<file path="config.mk">
export PLATFORM = sky130hd
export DESIGN_NAME = mainm_arbiter
export DESIGN_NICKNAME = d
export VERILOG_FILES = /design/src/rtl/mainm_arbiter.sv
export SDC_FILE = /design/constraint.sdc
export NUM_CORES = 1
export LEC_CHECK = 0
export CAP_MARGIN = 25
export CELL_PAD_IN_SITES_DETAIL_PLACEMENT = 2
export CELL_PAD_IN_SITES_GLOBAL_PLACEMENT = 2
export CORE_ASPECT_RATIO = 0.7
export CORE_UTILIZATION = 19
export DETAILED_ROUTE_END_ITERATION = 10
export GPL_TIMING_DRIVEN = 0
export PLACE_DENSITY = 0.89
export SLEW_MARGIN = 0
export SYNTH_ARGS = -nofsm -noshare
export SYNTH_HDL_FRONTEND = slang
export SYNTH_SLANG_ARGS = --single-unit
export TNS_END_PERCENT = 5
</file>
<file path="constraint.sdc">
create_clock -name clk -period 2 [get_ports clk]
set_input_delay 0.6 -clock clk [delete_from_list [all_inputs] [get_ports clk]]
set_output_delay 0.6 -clock clk [all_outputs]
set_load 0.02 [all_outputs]
</file>
<file path="src/rtl/mainm_arbiter.sv">
// rtl/mainm_arbiter.sv - two-master whole-transaction arbiter for the main-memory port
// Build option: MAINM_ARB_ROUNDROBIN_EN selects round-robin; undefined gives fixed m0 priority.
// Ports: clk, rst (synchronous, active-high)
//        m0_*/m1_*  : a, d, we, rd requests in; spo, ready completion out (granted master only)
//        mem_*      : registered a, d, we, rd to memory; mem_spo, mem_ready back from memory
//        grant      : one-hot owner {m1,m0}, 2'b00 when idle; busy high in BUSY or RESP
module mainm_arbiter #(
    parameter int AW = 32,
    parameter int DW = 32
) (
    input  logic          clk,
    input  logic          rst,
    input  logic [AW-1:0] m0_a,
    input  logic [DW-1:0] m0_d,
    input  logic          m0_we,
    input  logic          m0_rd,
    output logic [DW-1:0] m0_spo,
    output logic          m0_ready,
    input  logic [AW-1:0] m1_a,
    input  logic [DW-1:0] m1_d,
    input  logic          m1_we,
    input  logic          m1_rd,
    output logic [DW-1:0] m1_spo,
    output logic          m1_ready,
    output logic [AW-1:0] mem_a,
    output logic [DW-1:0] mem_d,
    output logic          mem_we,
    output logic          mem_rd,
    input  logic [DW-1:0] mem_spo,
    input  logic          mem_ready,
    output logic [1:0]    grant,
    output logic          busy
);

    typedef enum logic [1:0] {
        IDLE = 2'd0,
        BUSY = 2'd1,
        RESP = 2'd2
    } state_t;

    state_t        state_q;
    state_t        state_d;
    logic [AW-1:0] mem_a_d;
    logic [DW-1:0] mem_d_d;
    logic          mem_we_d;
    logic          mem_rd_d;
    logic [1:0]    grant_d;
    logic [DW-1:0] spo_q;
    logic [DW-1:0] spo_d;
    logic          req0;
    logic          req1;
    logic          pick1;

    assign req0 = m0_rd | m0_we;
    assign req1 = m1_rd | m1_we;

`ifdef MAINM_ARB_ROUNDROBIN_EN
    // last_grant_q: 1 = m1 was granted last; reset to m1 so m0 wins the first contention
    logic last_grant_q;
    logic last_grant_d;

    assign pick1 = req1 & (~req0 | ~last_grant_q);
`else
    assign pick1 = req1 & ~req0;
`endif

    always_comb begin
        state_d  = state_q;
        mem_a_d  = mem_a;
        mem_d_d  = mem_d;
        mem_we_d = mem_we;
        mem_rd_d = mem_rd;
        grant_d  = grant;
        spo_d    = spo_q;
`ifdef MAINM_ARB_ROUNDROBIN_EN
        last_grant_d = last_grant_q;
`endif
        case (state_q)
            IDLE: begin
                if (req0 | req1) begin
                    state_d  = BUSY;
                    grant_d  = pick1 ? 2'b10 : 2'b01;
                    mem_a_d  = pick1 ? m1_a : m0_a;
                    mem_d_d  = pick1 ? m1_d : m0_d;
                    mem_we_d = pick1 ? m1_we : m0_we;
                    // a write request masks a simultaneous read from the same master
                    mem_rd_d = pick1 ? (m1_rd & ~m1_we) : (m0_rd & ~m0_we);
`ifdef MAINM_ARB_ROUNDROBIN_EN
                    last_grant_d = pick1;
`endif
                end
            end
            BUSY: begin
                if (mem_ready) begin
                    spo_d    = mem_spo;
                    mem_we_d = 1'b0;
                    mem_rd_d = 1'b0;
                    state_d  = RESP;
                end
            end
            RESP: begin
                state_d = IDLE;
                grant_d = 2'b00;
            end
            default: begin
                state_d  = IDLE;
                grant_d  = 2'b00;
                mem_we_d = 1'b0;
                mem_rd_d = 1'b0;
            end
        endcase
    end

    always_ff @(posedge clk) begin
        if (rst) begin
            state_q <= IDLE;
            mem_a   <= '0;
            mem_d   <= '0;
            mem_we  <= 1'b0;
            mem_rd  <= 1'b0;
            grant   <= 2'b00;
            spo_q   <= '0;
`ifdef MAINM_ARB_ROUNDROBIN_EN
            last_grant_q <= 1'b1;
`endif
        end else begin
            state_q <= state_d;
            mem_a   <= mem_a_d;
            mem_d   <= mem_d_d;
            mem_we  <= mem_we_d;
            mem_rd  <= mem_rd_d;
            grant   <= grant_d;
            spo_q   <= spo_d;
`ifdef MAINM_ARB_ROUNDROBIN_EN
            last_grant_q <= last_grant_d;
`endif
        end
    end

    // completion is a pure decode of RESP, so it lasts exactly one cycle and only reaches the owner
    assign busy     = (state_q != IDLE);
    assign m0_ready = (state_q == RESP) & grant[0];
    assign m1_ready = (state_q == RESP) & grant[1];
    assign m0_spo   = m0_ready ? spo_q : '0;
    assign m1_spo   = m1_ready ? spo_q : '0;

endmodule

</file>
==> results of run 1 <==
[cells by family after synthesis]
group	share of synthesized area, %
AO/OA/AOI/OAI	22.0
buffers and inverters	7.19
flip-flops	41.8
AND/OR/NAND/NOR	29.0
[area by class of cell]
cell class	instances	share of cell area, %
tap	325	4.55
clock inverter	4	0.813
sequential	102	22.9
clock buffer	11	2.61
multi-input combinational	448	29.2
inverter	2	0.112
buffer	78	5.34
timing repair buffer	309	34.5
[worst max-delay path by stage]
stage                            startpoint    endpoint  slack (ns)  cells after the start
finish              state_q[0]$_SDFFE_PP0P_  m1_spo[28]       -0.23                      5
global route        state_q[0]$_SDFFE_PP0P_  m1_spo[28]       -0.29                      5
CTS                 state_q[1]$_SDFFE_PP0P_  m1_spo[29]       -0.28                      6
detailed placement  state_q[1]$_SDFFE_PP0P_  m1_spo[24]       -0.84                      6
global placement    state_q[1]$_SDFFE_PP0P_  m1_spo[22]       -0.84                      6
floorplan           state_q[1]$_SDFFE_PP0P_  m1_spo[12]        0.08                      5
[worst min-delay path: stages (launching register included)]
cell	delay, ns
dfxtp_1	0.32
nand2_1	0.06
a21oi_1	0.05
[cell usage after synthesis, types with 3 or more instances]
library cell	count
a311oi_1	15
buf_2	12
nand4_1	49
nand2_1	64
a31oi_1	50
o21ai_0	67
nor2_1	3
nand3_1	65
and3_1	64
dfxtp_1	102
a21oi_1	47
clkbuf_1	52
buf_1	3
clkbuf_2	8
[layer usage]
| layer | vias up | global-route usage (%) | part of all wire [%] |
|---|---|---|---|
| li1 | 2990 | - | - |
| met1 | 3265 | 26.6 | 45 |
| met2 | 228 | 34.2 | 46 |
| met3 | 32 | 6.55 | 7.2 |
| met4 | 0 | 5.20 | 1.8 |
| met5 | - | 0 | 0 |
[sequential cells by signal, summed over array words and instances (netlist names)]
register	count
mem_we	1
mem_a	32
mem_rd	1
state_q	2
spo_q	32
mem_d	32
grant	2
[what timing repair did]
item,4_1_cts,5_1_grt
buffers inserted,5,0
resized for setup,346,109
pin swaps,2,1
setup endpoints to repair,157,176
gates cloned,3,0
[layout by cell type, fill, tap and decap left out, types with 19 or more instances in the layout]
master,instances
clkdlybuf4s50_1,221
dfxtp_1,99
o21ai_0,67
nand3_1,65
nand2_1,64
a31oi_1,50
nand4_1,49
a21oi_1,47
and3_1,46
buf_6,39
clkbuf_1,33
buf_2,22
clkbuf_2,19
[stage by stage]
step | setup slack, ns | TNS (ns) | util [%]
floorplan | 0.0758 | 0 | -
global placement | -0.835 | -90.43 | 33.3
detailed placement | -0.842 | -96.12 | 33.3
CTS | -0.283 | -23.03 | 35.6
global route | -0.290 | -12.73 | 35.7
finish | -0.230 | -8.74 | 35.7
[power groups by stage]
stage          sequential (W)  combinational, W  clock (W)
6_report              0.00229           0.00152    0.00194
4_1_cts               0.00229           0.00152    0.00200
3_3_place_gp          0.00232           0.00143          0
2_1_floorplan         0.00245          0.000477          0
5_1_grt               0.00231           0.00163    0.00206
3_5_place_dp          0.00233           0.00147          0
==> impl_metrics.tcl, run 1 <==
set metrics [dict create \
    r2r_start "state_q[0]$_SDFFE_PP0P_" \
    syn_nets 798 \
    post-route-drc-count 0 \
    finalWirelength_mm 28.1 \
    path_buf_inv 3 \
    power_w 0.00575 \
    p_seq_share_pct 39.8 \
    synthTopCellsByArea "dfxtp_1 42%, and3_1 8.2%, o21ai_0 6.9%, nand3_1 6.7%, a31oi_1 6.4%" \
    final_cells 1279 \
    tritoncts "done" \
    slew_viol_final 0 \
    synth_warnings 0 \
    slowest_delay_ns 0.32 \
    min_path_type "reg2reg" \
    comb_power_share_pct 26.5 \
    worstMarginPinSlew_ns 0.691 \
    crit_required_ns 1.40 \
    synthArstFlopShare_pct 0 \
    p_int_w 0.00400 \
    rsz0062_at_grt "true" \
    grt_overflow 0 \
    finalSetupViolCount 67 \
    grt_max_degree 16 \
    io_pins 302 \
    cts_buffer_depth 2 \
    startpoint_type "register" \
    hold_viol 0 \
    hold_ws_ns 0.474 \
    final.setup_skew_ns 0.00574 \
    cts_hold_buf 0 \
    num-fill-cells 2839 \
    finalCritPeriodShare_pct 111 \
    root_buffer "clkbuf_16" \
    cp_max_fo 7 \
    dieArea_um2 26400 \
    failed_checks "setup timing" \
    track_usage_pct 20.9 \
    htree_levels 3 \
    synth_top_cell_area_share_pct 41.8 \
    antenna_found_initial 0 \
    path_cells "and2b_4 > clkbuf_16 > clkbuf_16 > and3_4 > buf_6" \
    power_density_nw_per_um2 644 \
    fmax_ghz 0.449 \
    core_um2 25000 \
    drt.antenna.violating_nets 0 \
    r2r_slack_ns 0.10 \
    portBuffers 301 \
    num-nets-final 1117 \
    num_rows 48 \
    cts_buffers 9 \
    cts_sinks 102 \
    dp_cells 1257 \
    cp.arrival_ns 1.63 \
    clk_pin_slew_ns 0.07 \
    initialDrtViolationCount 206 \
    dpl-instance-area_um2 8310 \
    r2r_cells 6 \
    drtPass1Iterations 4 \
    path_common_cell "clkbuf_16" \
    num_vias 6515 \
    n_antenna_cell 0 \
    period_needed_ns 2.23 \
    cp_top_family "simple AND/OR/NAND/NOR gates" \
    synth_area_leader_cell "dfxtp_1" \
    ys_ff_latch 102 \
    grt_pass1_vias 7038 \
    status "complete, but fails checks" \
    vdd_ir_drop_max_mv 0.388 \
    area_delta_synth_final_pct 82.6 \
    register_area_um2 2050 \
    whs_path_depth 2 \
    hold_end "spo_q[10]$_SDFFE_PP0P_" \
    synth_ff_type "dfxtp_1" \
    avgSynthCellArea_um2 7.75 \
    die_h_um 136 \
    wl_per_cell_um 21.9 \
    r2r_end "mem_d[30]$_SDFFE_PP0P_" \
    slew_headroom_pct 53.9 \
    via_per_inst 5.09 \
    syn_inst 631 \
    yosys.cell_types.count 38 \
    dieWidth_um 194 \
    netlist_area_um2 4890 \
    synth_edf_count 0 \
    drv_cap 0 \
    end_kind "primary output" \
    routabilityCongestion 0.819 \
    p_leak_nw 3.54 \
    drive_gt1_share_pct 17.2 \
    power.share.clock_pct 33.7 \
    clock_latency_ns 0.36 \
    crit_slowest_cell "dfxtp_1" \
    crit_type "reg2out" \
    multi_input_area_um2 2600 \
    grt_pass1_wl_mm 42.2 \
    post-route-worst-setup-slack_ns -0.230 \
    switching_share_pct 30.4 \
    power.switching_w 0.00175 \
    start_util_pct 19.6 \
    hp-start "spo_q[10]$_SDFFE_PP0P_" \
    design_area_um2 8930 \
    seq_area_frac_synth_pct 41.8 \
    dpl.hpwl_mm 20.9 \
]
Note: power is estimated with default switching activity, not from simulation.
==> inputs of run 2 (changes only) <==
--- a/config.mk
+++ b/config.mk
@@ -9,10 +9,11 @@
 export CELL_PAD_IN_SITES_DETAIL_PLACEMENT = 2
 export CELL_PAD_IN_SITES_GLOBAL_PLACEMENT = 2
 export CORE_ASPECT_RATIO = 0.7
-export CORE_UTILIZATION = 19
+export CORE_UTILIZATION = 17
+export CTS_CLUSTER_DIAMETER = 150
 export DETAILED_ROUTE_END_ITERATION = 10
 export GPL_TIMING_DRIVEN = 0
-export PLACE_DENSITY = 0.89
+export PLACE_DENSITY = 0.84
 export SLEW_MARGIN = 0
 export SYNTH_ARGS = -nofsm -noshare
 export SYNTH_HDL_FRONTEND = slang
==> constraint.sdc (replaced) <==
create_clock -name clk -period 1.9 [get_ports clk]
set_input_delay 0.57 -clock clk [delete_from_list [all_inputs] [get_ports clk]]
set_output_delay 0.57 -clock clk [all_outputs]
set_load 0.02 [all_outputs]
==> run 2 against run 1 <==
The run still ends with setup timing left. Die area increased by 12%. Clock-buffer cell count fell by 1. Power up 3.1%. Final cell count is 4.0% higher. Clock power about the same. Sequential power up 5%.
==> impl_metrics.tcl, run 2 (synthesis results as in run 1) <==
set metrics [dict create \
    status "complete, but fails checks" \
    failed_checks "setup timing" \
    cts_sinks 102 \
    portBuffers 301 \
    rsz0062_at_grt "true" \
    initialDrtViolationCount 178 \
    antenna_found_initial 2 \
    cts_buffers 9 \
    register_area_um2 2050 \
    layout_common_cells "166 x clkdlybuf4s50_1, 98 x dfxtp_1, 68 x dlymetal6s2s_1" \
    num-fill-cells 3171 \
    power_w 0.00592 \
    clock_latency_ns 0.35 \
    crit_type "reg2out" \
    clk_pin_slew_ns 0.08 \
    design_area_um2 9120 \
    end_kind "primary output" \
    via_per_inst 4.80 \
    drv_cap 0 \
    grt_max_degree 17 \
    dieWidth_um 205 \
    comb_power_share_pct 26.8 \
    htree_levels 3 \
    largestRegisters "mem_a: 32 flops, mem_d: 32 flops, spo_q: 32 flops" \
    switching_share_pct 31.4 \
    p_int_w 0.00406 \
    routabilityCongestion 0.784 \
    power_density_nw_per_um2 650 \
    period_needed_ns 2.19 \
    dieArea_um2 29500 \
    io_pins 302 \
    power.switching_w 0.00186 \
    p_seq_share_pct 40.6 \
    dpl-instance-area_um2 8370 \
    cp.arrival_ns 1.62 \
    finish.utilization_pct 32.5 \
    area_delta_synth_final_pct 86.4 \
    slew_viol_final 0 \
    crit_required_ns 1.33 \
    vdd_ir_drop_max_mv 0.353 \
    num_rows 51 \
    hold_viol 0 \
    post-route-worst-setup-slack_ns -0.285 \
    die_h_um 144 \
    num_vias 6388 \
    drtPass1Iterations 4 \
    worstMarginPinSlew_ns 0.700 \
    grt_pass1_wl_mm 41.9 \
    fmax_ghz 0.458 \
    wl_per_cell_um 21.7 \
    p_leak_nw 4.41 \
    dpl.hpwl_mm 21.4 \
    root_buffer "clkbuf_16" \
    core_um2 28000 \
    min_path_type "reg2reg" \
    cp_max_fo 10 \
    startpoint_type "register" \
    finalWirelength_mm 28.8 \
    multi_input_area_um2 2590 \
    start_util_pct 17.5 \
    finalCritPeriodShare_pct 115 \
    whs_path_depth 2 \
    post-route-drc-count 0 \
    power.share.clock_pct 32.6 \
    grt_pass1_vias 7055 \
    finalSetupViolCount 137 \
    drt.antenna.violating_nets 0 \
    tritoncts "done" \
    grt_overflow 0 \
    cts_buffer_depth 2 \
    hold_ws_ns 0.472 \
    drive_gt1_share_pct 18.0 \
    layout_commonest_cell "clkdlybuf4s50_1" \
    track_usage_pct 18.8 \
    slew_headroom_pct 53.4 \
    num-nets-final 1119 \
    r2r_cells 6 \
    final.setup_skew_ns 0.00607 \
]
[run 2: cell count changes in the layout (fill, tap and decap cells not counted), sizes merged]
cell	change
clkdlybuf4s50	-55
dlymetal6s2s	+55
clkinv	+3
buf	+2
clkbuf	-2
diode	+2
bufinv	-1
clkdlybuf4s15	+1
[run 2: cell type report]
class	instances	area share, %
clock buffer	10	2.51
multi-input combinational	448	28.5
buffer	78	5.35
inverter	2	0.137
sequential	102	22.5
tap	371	5.09
antenna	2	0.0549
timing repair buffer	311	35.2
clock inverter	6	0.673
[run 2: path summary, 6_finish.rpt]
check / from / end / slack [ns]
max reg2reg: state_q[0]$_SDFFE_PP0P_ / mem_d[30]$_SDFFE_PP0P_ / 0.01
min: spo_q[10]$_SDFFE_PP0P_ / spo_q[10]$_SDFFE_PP0P_ / 0.47
max: state_q[0]$_SDFFE_PP0P_ / m0_spo[23] / -0.29
min reg2reg: spo_q[10]$_SDFFE_PP0P_ / spo_q[10]$_SDFFE_PP0P_ / 0.47
[run 2: metal layers]
metal | GRT usage, % | wire length, µm | vias to the layer above
met2 | 31.1 | 13400 | 203
met1 | 24.1 | 13200 | 3155
met5 | 0 | 0 | -
met4 | 5.30 | 573 | 0
met3 | 4.56 | 1620 | 31
li1 | - | - | 2999
[run 2: metrics by stage]
| stage | instances | TNS (ns) | setup slack [ns] |
|---|---|---|---|
| final | 1330 | -17.47 | -0.285 |
| after detailed placement | 1303 | -108.55 | -0.910 |
| after CTS | 1327 | -32.89 | -0.343 |
| after floorplan | 631 | 0 | 0.00582 |
| after global routing | 1330 | -29.41 | -0.347 |
| after global placement | 1303 | -103.80 | -0.916 |
[run 2: repair_timing]
item | 4_1_cts | 5_1_grt
resized for setup | 382 | 119
hold buffers | 0 | 0
cloned | 1 | 2
pin swaps | 2 | 1
buffers inserted | 7 | 0
endpoints found under the setup margin | 218 | 233
[run 2: power groups by stage]
stage                     combinational [W]  clock, W  sequential (W)
after global placement              0.00153         0         0.00244
final                               0.00159   0.00193         0.00240
after floorplan                    0.000502         0         0.00258
after CTS                           0.00161   0.00203         0.00241
after global routing                0.00170   0.00208         0.00242
after detailed placement            0.00156         0         0.00245
[run 2: worst max-delay path, stage by stage, from the launching register on]
cell and delay, ns:
dfxtp_2 0.32, and2b_4 0.31, clkbuf_8 0.19, and3_1 0.18
clkdlybuf4s15_2 0.26
==> inputs of run 3 (changes only) <==
--- a/config.mk
+++ b/config.mk
@@ -9,11 +9,12 @@
 export CELL_PAD_IN_SITES_DETAIL_PLACEMENT = 2
 export CELL_PAD_IN_SITES_GLOBAL_PLACEMENT = 2
 export CORE_ASPECT_RATIO = 0.7
-export CORE_UTILIZATION = 17
+export CORE_UTILIZATION = 29
 export CTS_CLUSTER_DIAMETER = 150
 export DETAILED_ROUTE_END_ITERATION = 10
+export DONT_BUFFER_PORTS = 1
 export GPL_TIMING_DRIVEN = 0
-export PLACE_DENSITY = 0.84
+export PLACE_DENSITY = 0.83
 export SLEW_MARGIN = 0
 export SYNTH_ARGS = -nofsm -noshare
 export SYNTH_HDL_FRONTEND = slang
==> run 3 against run 2 <==
The run still ends with setup timing left. Routed wire length is 21% lower. Clock power is 7% higher. Global-route usage is 7.2 points higher. Sequential power is 8.8% higher. Largest power group unchanged. Largest cell class is now multi-input gates. Maximum frequency is 5.6% higher. Register-to-register slack better by 0.11 ns. Via count is 17% lower. Combinational power is 51% lower. Non-clock buffer count is 304 lower. Power is 8.2% lower. Critical path depth stayed put. Final cell count is 34% lower.
==> impl_metrics.tcl, run 3 (synthesis results as in run 1) <==
set metrics [dict create \
    num-nets-final 815 \
    num_vias 5324 \
    power.switching_w 0.00172 \
    switching_share_pct 31.7 \
    die_h_um 111 \
    min_path_type "in2reg" \
    tritoncts "done" \
    cts_buffer_depth 2 \
    dpl.hpwl_mm 16.6 \
    track_usage_pct 25.9 \
    wl_per_cell_um 26.1 \
    drt.antenna.violating_nets 0 \
    worstMarginPinSlew_ns 0.702 \
    drtPass1Iterations 4 \
    core_um2 16400 \
    cts_buffers 9 \
    area_delta_synth_final_pct 21.1 \
    grt_max_degree 19 \
    slew_headroom_pct 52.8 \
    dieArea_um2 17400 \
    finalCritPeriodShare_pct 109 \
    num_rows 39 \
    io_pins 302 \
    hold_ws_ns 0.329 \
    period_needed_ns 2.07 \
    clock_latency_ns 0.35 \
    layout_common_cells "99 x dfxtp_1, 67 x o21ai_0, 65 x nand3_1" \
    r2r_cells 7 \
    drive_gt1_share_pct 21.7 \
    end_kind "primary output" \
    whs_path_depth 1 \
    post-route-worst-setup-slack_ns -0.169 \
    hp-start "mem_ready" \
    r2r_slack_ns 0.12 \
    vdd_ir_drop_max_mv 0.386 \
    final.setup_skew_ns 0.00926 \
    crit_required_ns 1.33 \
    fmax_ghz 0.483 \
    cp_max_fo 7 \
    grt_pass1_vias 5817 \
    r2r_end "mem_rd$_SDFFE_PP0P_" \
    grt_overflow 0 \
    initialDrtViolationCount 266 \
    finalWirelength_mm 22.9 \
    antenna_found_initial 0 \
    n_antenna_cell 0 \
    hold_end "state_q[0]$_SDFFE_PP0P_" \
    comb_power_share_pct 14.2 \
    worstSetupStartpoint "state_q[0]$_SDFFE_PP0P_" \
    cp.arrival_ns 1.50 \
    finalSetupViolCount 67 \
    pre_cts_slack_ns -0.395 \
    layout_commonest_cell "dfxtp_1" \
    via_per_inst 6.06 \
    power.share.clock_pct 37.9 \
    failed_checks "setup timing" \
    crit_type "reg2out" \
    startpoint_type "register" \
    hold_viol 0 \
    p_leak_nw 2.00 \
    p_int_w 0.00372 \
    start_util_pct 29.8 \
    r2r_start "state_q[0]$_SDFFE_PP0P_" \
    power_density_nw_per_um2 919 \
    clk_pin_slew_ns 0.08 \
    multi_input_area_um2 2770 \
    dieWidth_um 157 \
    portBuffers 0 \
    register_area_um2 2050 \
    slew_viol_final 0 \
    drv_cap 0 \
    finish.utilization_pct 36.1 \
    root_buffer "clkbuf_16" \
    routabilityCongestion 0.867 \
    cts_hold_buf 0 \
    status "complete, but fails checks" \
    largestRegisters "mem_a: 32 flops, mem_d: 32 flops, spo_q: 32 flops" \
    p_seq_share_pct 47.9 \
    grt_pass1_wl_mm 34.7 \
    rsz0062_at_grt "true" \
    post-route-drc-count 0 \
    num-fill-cells 1864 \
    cts_sinks 102 \
    htree_levels 3 \
]
run 3: cell count changes in the layout (fill, tap and decap cells not counted), moves of 3 or more:
| cell | delta |
|---|---|
| and3_1 | -47 |
| and3_2 | +15 |
| and3_4 | +32 |
| buf_2 | -13 |
| buf_4 | -14 |
| buf_6 | -34 |
| clkbuf_1 | +4 |
| clkbuf_2 | -8 |
| clkbuf_8 | -4 |
| clkdlybuf4s15_2 | -5 |
| clkdlybuf4s50_1 | -166 |
| clkinv_2 | -3 |
| dlymetal6s2s_1 | -68 |
run 3: layout make-up:
cell class | instances | share of cell area, %
Multi-Input combinational cell | 448 | 46.7
Buffer | 78 | 7.27
Tap cell | 225 | 4.75
Inverter | 2 | 0.127
Sequential cell | 102 | 34.6
Clock inverter | 7 | 1.71
Timing Repair Buffer | 7 | 1.01
Clock buffer | 9 | 3.80
run 3: worst max path at each step:
stage,endpoint,depth (start not counted)
floorplan,m1_spo[12],5
global placement,m1_spo[26],5
detailed placement,m1_spo[26],5
CTS,m1_spo[26],5
global route,m1_spo[16],4
finish,m1_spo[16],4
run 3: power by group through the flow:
stage	registers, W	clock network [W]	logic [W]
floorplan	0.00258	0	0.000502
global placement	0.00264	0	0.000661
detailed placement	0.00265	0	0.000726
CTS	0.00260	0.00211	0.000763
global route	0.00262	0.00221	0.000854
finish	0.00261	0.00206	0.000772
run 3: worst max-delay path, cell delays in order, from the launching register on:
cell	delay, ns
dfxtp_1	0.32
and2b_4	0.29
buf_8	0.15
clkbuf_16	0.15
and3_4	0.23
run 3: layer usage:
| layer | global-route usage [%] | up-vias | wire length (µm) |
|---|---|---|---|
| met4 | 7.12 | 0 | 428 |
| li1 | - | 2384 | - |
| met5 | 0 | - | 0 |
| met3 | 7.61 | 36 | 1750 |
| met1 | 31.4 | 2683 | 9490 |
| met2 | 44.3 | 221 | 11200 |
run 3: what timing repair did:
action | 4_1_cts | 5_1_grt
setup endpoints to repair | 98 | 87
gates cloned | 1 | 2
buffers inserted | 4 | 0
resized for setup | 145 | 17
pin swaps | 1 | 0
run 3: through the flow:
step,TNS (ns),cell area [µm²],power (W),instances
floorplan,0,4890,0.00309,631
global placement,-9.40,5170,0.00330,856
detailed placement,-16.26,5170,0.00337,856
CTS,-11.44,5880,0.00547,877
global route,-10.40,5920,0.00569,878
finish,-7.25,5920,0.00544,878
